--- src/rtl/rv_core_pkg.sv ---
// Shared rv32 core types and constants used by the register file and scoreboard.
package rv_core_pkg;

    localparam int unsigned XLEN_DEF   = 32;
    localparam int unsigned REG_AW_DEF = 5;
    localparam int unsigned ZERO_REG   = 0;

    typedef logic [XLEN_DEF-1:0]   xlen_t;
    typedef logic [REG_AW_DEF-1:0] reg_addr_t;

endpackage : rv_core_pkg

--- src/rtl/rv_scoreboard.sv ---
// Per-register pending-write scoreboard: issue sets busy, writeback clears it, issue wins on collision.
module rv_scoreboard
    import rv_core_pkg::*;
#(
    parameter int unsigned NUM_REGS = 32,
    parameter int unsigned AW       = $clog2(NUM_REGS)
) (
    input  logic                clk,
    input  logic                rst,
    input  logic                iss_valid,
    input  logic [AW-1:0]       iss_rd,
    input  logic                clr_valid,
    input  logic [AW-1:0]       clr_rd,
    output logic [NUM_REGS-1:0] busy_vec
);

    logic [NUM_REGS-1:0] busy_q;
    logic [NUM_REGS-1:0] busy_d;
    logic                set_en;
    logic                clr_en;

    assign set_en = iss_valid && (iss_rd != AW'(ZERO_REG));
    assign clr_en = clr_valid && (clr_rd != AW'(ZERO_REG));

    // Clear is applied before set so a same-edge new producer keeps the register busy.
    always_comb begin
        busy_d = busy_q;
        if (clr_en) begin
            busy_d[clr_rd] = 1'b0;
        end
        if (set_en) begin
            busy_d[iss_rd] = 1'b1;
        end
        busy_d[ZERO_REG] = 1'b0;
    end

    always_ff @(posedge clk or posedge rst) begin
        if (rst) begin
            busy_q <= '0;
        end else begin
            busy_q <= busy_d;
        end
    end

    assign busy_vec = busy_q;

endmodule : rv_scoreboard

--- src/rtl/rv_regfile_sb.sv ---
// Multi-read, single-write register file with x0 hardwired to zero and an integrated busy scoreboard.
// Optional write-through forwarding is enabled by defining RV_REGFILE_BYPASS_EN.
module rv_regfile_sb
    import rv_core_pkg::*;
#(
    parameter int unsigned XLEN     = XLEN_DEF,
    parameter int unsigned NUM_REGS = 32,
    parameter int unsigned AW       = $clog2(NUM_REGS),
    parameter int unsigned NUM_RD   = 2
) (
    input  logic                   clk,
    input  logic                   rst,
    input  logic [NUM_RD*AW-1:0]   raddr,
    output logic [NUM_RD*XLEN-1:0] rdata,
    output logic [NUM_RD-1:0]      rbusy,
    input  logic                   WE,
    input  logic [AW-1:0]          waddr,
    input  logic [XLEN-1:0]        wdata,
    input  logic                   iss_valid,
    input  logic [AW-1:0]          iss_rd,
    output logic [NUM_REGS-1:0]    busy_vec
);

    logic [XLEN-1:0] regs_q [NUM_REGS];
    logic [XLEN-1:0] regs_d [NUM_REGS];
    logic            wr_en;

    assign wr_en = WE && (waddr != AW'(ZERO_REG));

    always_comb begin
        for (int unsigned r = 0; r < NUM_REGS; r++) begin
            regs_d[r] = regs_q[r];
        end
        if (wr_en) begin
            regs_d[waddr] = wdata;
        end
    end

    always_ff @(posedge clk or posedge rst) begin
        if (rst) begin
            for (int unsigned r = 0; r < NUM_REGS; r++) begin
                regs_q[r] <= '0;
            end
        end else begin
            for (int unsigned r = 0; r < NUM_REGS; r++) begin
                regs_q[r] <= regs_d[r];
            end
        end
    end

    rv_scoreboard #(
        .NUM_REGS (NUM_REGS),
        .AW       (AW)
    ) u_scoreboard (
        .clk       (clk),
        .rst       (rst),
        .iss_valid (iss_valid),
        .iss_rd    (iss_rd),
        .clr_valid (WE),
        .clr_rd    (waddr),
        .busy_vec  (busy_vec)
    );

    for (genvar g = 0; g < NUM_RD; g++) begin : g_rd
        logic [AW-1:0]   ra;
        logic [XLEN-1:0] rd;
        logic            rb;

        assign ra = raddr[g*AW +: AW];

        always_comb begin
            rd = regs_q[ra];
            rb = busy_vec[ra];
            if (ra == AW'(ZERO_REG)) begin
                rd = '0;
                rb = 1'b0;
            end
`ifdef RV_REGFILE_BYPASS_EN
            // Forward the writeback value; only a same-cycle reissue keeps the port busy.
            if (wr_en && (waddr == ra)) begin
                rd = wdata;
                rb = iss_valid && (iss_rd == ra);
            end
`endif
        end

        assign rdata[g*XLEN +: XLEN] = rd;
        assign rbusy[g]              = rb;
    end

endmodule : rv_regfile_sb

--- config.mk ---
export PLATFORM = sky130hd
export DESIGN_NAME = rv_regfile_sb
export DESIGN_NICKNAME = d
export VERILOG_FILES = /design/src/rtl/rv_core_pkg.sv /design/src/rtl/rv_scoreboard.sv /design/src/rtl/rv_regfile_sb.sv
export SDC_FILE = /design/constraint.sdc
export NUM_CORES = 2
export LEC_CHECK = 0
export CORE_MARGIN = 2
export CORE_UTILIZATION = 25
export DETAILED_ROUTE_END_ITERATION = 12
export HOLD_SLACK_MARGIN = 0.03
export REMOVE_ABC_BUFFERS = 1
export SKIP_LAST_GASP = 1
export SLEW_MARGIN = 20
export SYNTH_ARGS = -nofsm -noshare
export SYNTH_HDL_FRONTEND = slang
export SYNTH_SLANG_ARGS = --single-unit
--- constraint.sdc ---
create_clock -name clk -period 47.4 [get_ports clk]
set_input_delay 7.11 -clock clk [delete_from_list [all_inputs] [get_ports clk]]
set_output_delay 7.11 -clock clk [all_outputs]
set_load 0.03 [all_outputs]
Yosys cells after proc, flatten, opt, wreduce, memory -nomap -nowiden

Cells that the tools add are included.

$add $sub $neg: 0
$mul: 0
Div/mod/pow operators: 0
$lt $le $gt $ge: 10
Equality and inequality tests: 0
Shifts and indexed selects: 0
Muxes and demuxes: 23
Bitwise logic cells: 6
Reductions and logical operators: 9

Operators with widths:

| operator             | number |
|---|---|
| $bwmux W1024         | 1 |
| $bmux W32 S5         | 2 |
| $mux W32             | 9 |
| $demux W32 S5        | 1 |
| $and A32 B32 Y32     | 1 |
| $not A32 Y32         | 1 |
| $or A32 B32 Y32      | 1 |
| $lt A5 B6 Y1 const B | 4 |
| $ge A6 B6 Y1 const B | 3 |
| $not A5 Y6           | 3 |
| $bmux W1 S5          | 2 |
| $demux W1 S5         | 2 |
| $ge A5 B1 Y1 const B | 2 |
| $logic_not A5 Y1     | 2 |
| $reduce_bool A5 Y1   | 2 |
| $lt A6 B1 Y1 const B | 1 |
| $mux W1              | 6 |
| $logic_and A1 B1 Y1  | 5 |

Bits in registers: 1055
Latch bits: 0
RAM bits: 0
Bits in read-only memories: 0
Input bits: 56
Output and inout bits: 98
Word-level logic and storage cells: 81
Memories: 0

Longest topological paths before layout

Depth after elaboration: 9
Depth in mapped cells: 9
Mapped depth without buffers: 4

Hierarchy

Synthesis repeated with hierarchy kept, for this count alone.

Cell total of the unflattened synthesis: 3781
Area, all modules: 57167.3 um2

Modules (own cells, without submodules):

| module        | times used | cells each | area each (um2) | seq. area each (um2) |
|---|---|---|---|---|
| rv_regfile_sb | 1          | 3656       | 55878.6         | 25624.6 |
| rv_scoreboard | 1          | 125        | 1288.7          | 775.7 |

Worst setup path before layout

No wires, ideal clock.

Kind: input port to output port
Start point: input raddr[1]
End point: output rdata[11]
Arrival time: 9022 ps
Data required time: 40290 ps
Path slack: 31268 ps
Stages: 8
Buffers on the path: 4
Path through: buf_4 buf_6 nor2b_1 buf_2 buf_2 a221oi_1 o21ai_0 a311oi_1

Cells in the longest elaborated chain, start to end: 5
Elaborated cells between the ends (all ways): 6
Classes of those cells: 4 x mux; 1 x bitwise; 1 x reduce/logical

Ends and longest elaborated chain:

| what                                         | line                | RTL |
|---|---|---|
| start, declared                              | rv_regfile_sb.sv:13 | `input logic [NUM_RD*AW-1:0] raddr,` |
| $not A5 Y6 (not written as such)             | rv_regfile_sb.sv:72 | `rd = regs_q[ra];` |
| $bmux W32 S5                                 | rv_regfile_sb.sv:72 |  |
| $mux W32 (not written as such) (2 in series) | rv_regfile_sb.sv:72 |  |
| $mux W32 (*)                                 | rv_regfile_sb.sv:74 | `if (ra == AW'(ZERO_REG)) begin` |
| end, declared                                | rv_regfile_sb.sv:14 | `output logic [NUM_RD*XLEN-1:0] rdata,` |

Mark *: on every way between the ends. The rest lies on a longest branch, timed or not. The select of a mux whose other input is x is not followed.

Worst setup path after layout

Start point: input raddr[1]
End point: output rdata[7]

The elaborated chain is that of the path after synthesis.

==> impl_metrics.toml <==
[synth]
synthMuxAreaShare_pct = 41.9
synth_commonest_cells = "dfrtp_1 (1055), mux2_2 (1046), mux4_2 (460)"
ys.flop_type = "dfrtp_1"
synth_top_area_share_pct = 46.9
ys_seq_area_share_pct = 46.9
netlist_area_um2 = 56300
avgSynthCellArea_um2 = 14.9
synth_edf_count = 0
syn_inst = 3778
synth_fa_ha_area_share_pct = 0
ys_top_cells_by_area = "dfrtp_1 (47%), mux2_2 (21%), mux4_2 (18%), mux2i_1 (2.3%), buf_2 (1.5%)"
synth_top_family_by_area = "multiplexers"
synth-simple-area-share_pct = 1.91
ys_warn_count = 0
ys_types = 48
ys_ff_latch = 1055
synth_top_area_cell = "dfrtp_1"
synth_most_common_cell = "dfrtp_1"
synth_compound_area_share_pct = 5.30
postSynth.asyncResetShare_pct = 100
synth_xor_xnor_area_share_pct = 0

[routing]
drtAntennaViolNets = 0
drt_iter0_drc = 3549
wl_per_cell_um = 28.0
drtPass1Iterations = 5
drc = 0
via_per_inst = 5.36
vias = 36200
wl_um = 189000

[cts]
holdBufCountCts = 0
h-tree-depth = 3
cts_resized = 0
insertion_delay_ps = 730
root_buffer = "clkbuf_16"
numCtsBuffers = 105
cts.sinks = 1055
path_clk_slew_ps = 60
post_cts_buffers = 0
cts_tree = "built"
clockBufferDepth = 3

[critical_path]
crit_path_end_kind = "output port"
crit_type = "primary input to output port"
reg2reg_from = "regs_q[322]"
crit_required_ps = 40290
worstPathMaxFanout = 66
cp-startpoint = "raddr[1]"
start_kind = "primary input"
r2r_slack_ps = 46570
crit_arrival_ps = 12210

[hold_path]
hold_path.startpoint = "regs_q[999]"
hold_class = "flop to flop"

[power_and_ir_drop]
vdd_drop_max_mv = 0.0312
intPower_w = 0.00187
power.density_nw_per_um2 = 41.1
power_switching_w = 0.000750
p_seq_share_pct = 46.0
p_comb_share_pct = 21.9
finalPower_w = 0.00262
pwr-share-clk_pct = 32.1
swShare_pct = 28.6
leakagePower_nw = 26.2

[global_routing]
antenna_found_initial = 17
grt_use_total_pct = 16.1
grt_max_degree = 183
grt_pass1_vias = 36800
grt_pass1_wl_um = 272000
gr-total-overflow = 0

[timing]
tightest_slew_ps = 1130
clock_skew_ps = 0
drv_slew = 0
slew_headroom_pct = 24.6
clock.fmax_mhz = 51.8
rsz0062_at_grt = "no"
setup_tns_ps = 0
period_share_pct = 40.8
hold_viol_final = 0
finalCriticalPeriod_ps = 19320
setup_viol = 0

[die]
num_rows = 174
ios = 154
die_area_um2 = 229000
start_util_pct = 25.1
design.core.area_um2 = 224000
dieHeight_um = 479
die_x_um = 479

[final_layout]
layout.area.seq_um2 = 26400
nets = 3734
drive_above_1_share_pct = 48.5
multiInputGateArea_um2 = 27900
n_fill_cell = 22500
area_delta_synth_final_pct = 13.1

[place]
port-buffer-count = 152
place_hpwl_um = 107000
routabilityCongestion = 0.821

[job]
cap_viol_max_count = 0

[status]
status = "complete, no violations"
flip-flops by register name, summed over array words and instances, names as in the netlist:
register	flops
regs_q	1024
u_scoreboard.busy_vec	31
cells in the final DEF (no fill, tap or decap), drive strengths merged, types with 2 or more instances in the layout:
master            n
and2              2
and3              3
buf             107
clkbuf          156
o22ai             8
nor3b             4
nand4b            3
mux4            460
clkdlybuf4s50   133
a22oi            66
clkinv           17
bufinv            4
a211oi           64
dfrtp          1055
a311oi           66
nand4             6
mux2i           131
nand3             6
a221oi           48
diode             3
nor2             19
or4               2
a221o             2
mux2           1060
nand2b           10
clkinvlp          2
o31ai             3
a21oi             2
nor2b            77
nand2            53
nor3              4
a22o             11
o2111ai          18
or2               2
o21ai           124
inv              20
through the flow:
step,util (%),hold WS [ps],instances,instance area (µm²),worst slack (ps)
5_1_grt,28.4,407,6748,63700,27770
3_5_place_dp,26.9,384,6562,60300,28060
2_1_floorplan,-,365,3331,54100,10590
3_3_place_gp,26.9,378,6562,60300,28020
4_1_cts,28.4,397,6746,63700,28050
6_report,28.4,395,6750,63700,28080
final timing paths:
path | to | cells past startpoint
min in group asynchronous | regs_q[959] | 2
setup / recovery | rdata[7] | 9
max in group asynchronous | regs_q[645] | 6
setup reg to reg | regs_q[322] | 1
hold reg to reg | regs_q[999] | 0
hold / removal | regs_q[999] | 0
final cells by class:
type / count / area share, %
Multi-Input combinational cell: 2261 / 43.8
Sequential cell: 1055 / 41.5
Tap cell: 2992 / 5.88
Clock buffer: 156 / 4.79
Timing Repair Buffer: 240 / 3.52
Clock inverter: 28 / 0.450
Inverter: 15 / 0.108
Antenna cell: 3 / 0.0118
cells by family after synthesis:
| kind of cell | after synthesis |
|---|---|
| buffers and inverters | 462 |
| AND/OR/NAND/NOR | 194 |
| other | 1 |
| multiplexers | 1651 |
| AO/OA/AOI/OAI | 415 |
| flip-flops | 1055 |
critical path, stage by stage:
cell             delay, ps
buf_8                  590
buf_4                  760
buf_4                  730
buf_4                  880
mux4_2                 370
mux2_2                 150
o21ai_0                120
a311oi_1               560
clkdlybuf4s50_1        800
power groups by stage:
stage               clock (W)  sequential, W  combinational [W]
finish               0.000841        0.00120           0.000574
global route         0.000893        0.00122           0.000613
CTS                  0.000857        0.00120           0.000577
detailed placement          0        0.00121           0.000575
global placement            0        0.00120           0.000564
floorplan                   0        0.00119           0.000397
metal layers:
metal,vias up,global-route usage [%],share of wire (%)
met2,1547,25.1,46
met3,344,2.89,6.8
met5,-,0,0.021
met1,19800,22.7,44
met4,6,5.23,3.3
li1,14500,-,-
Note: power is estimated with default switching activity, not from simulation.
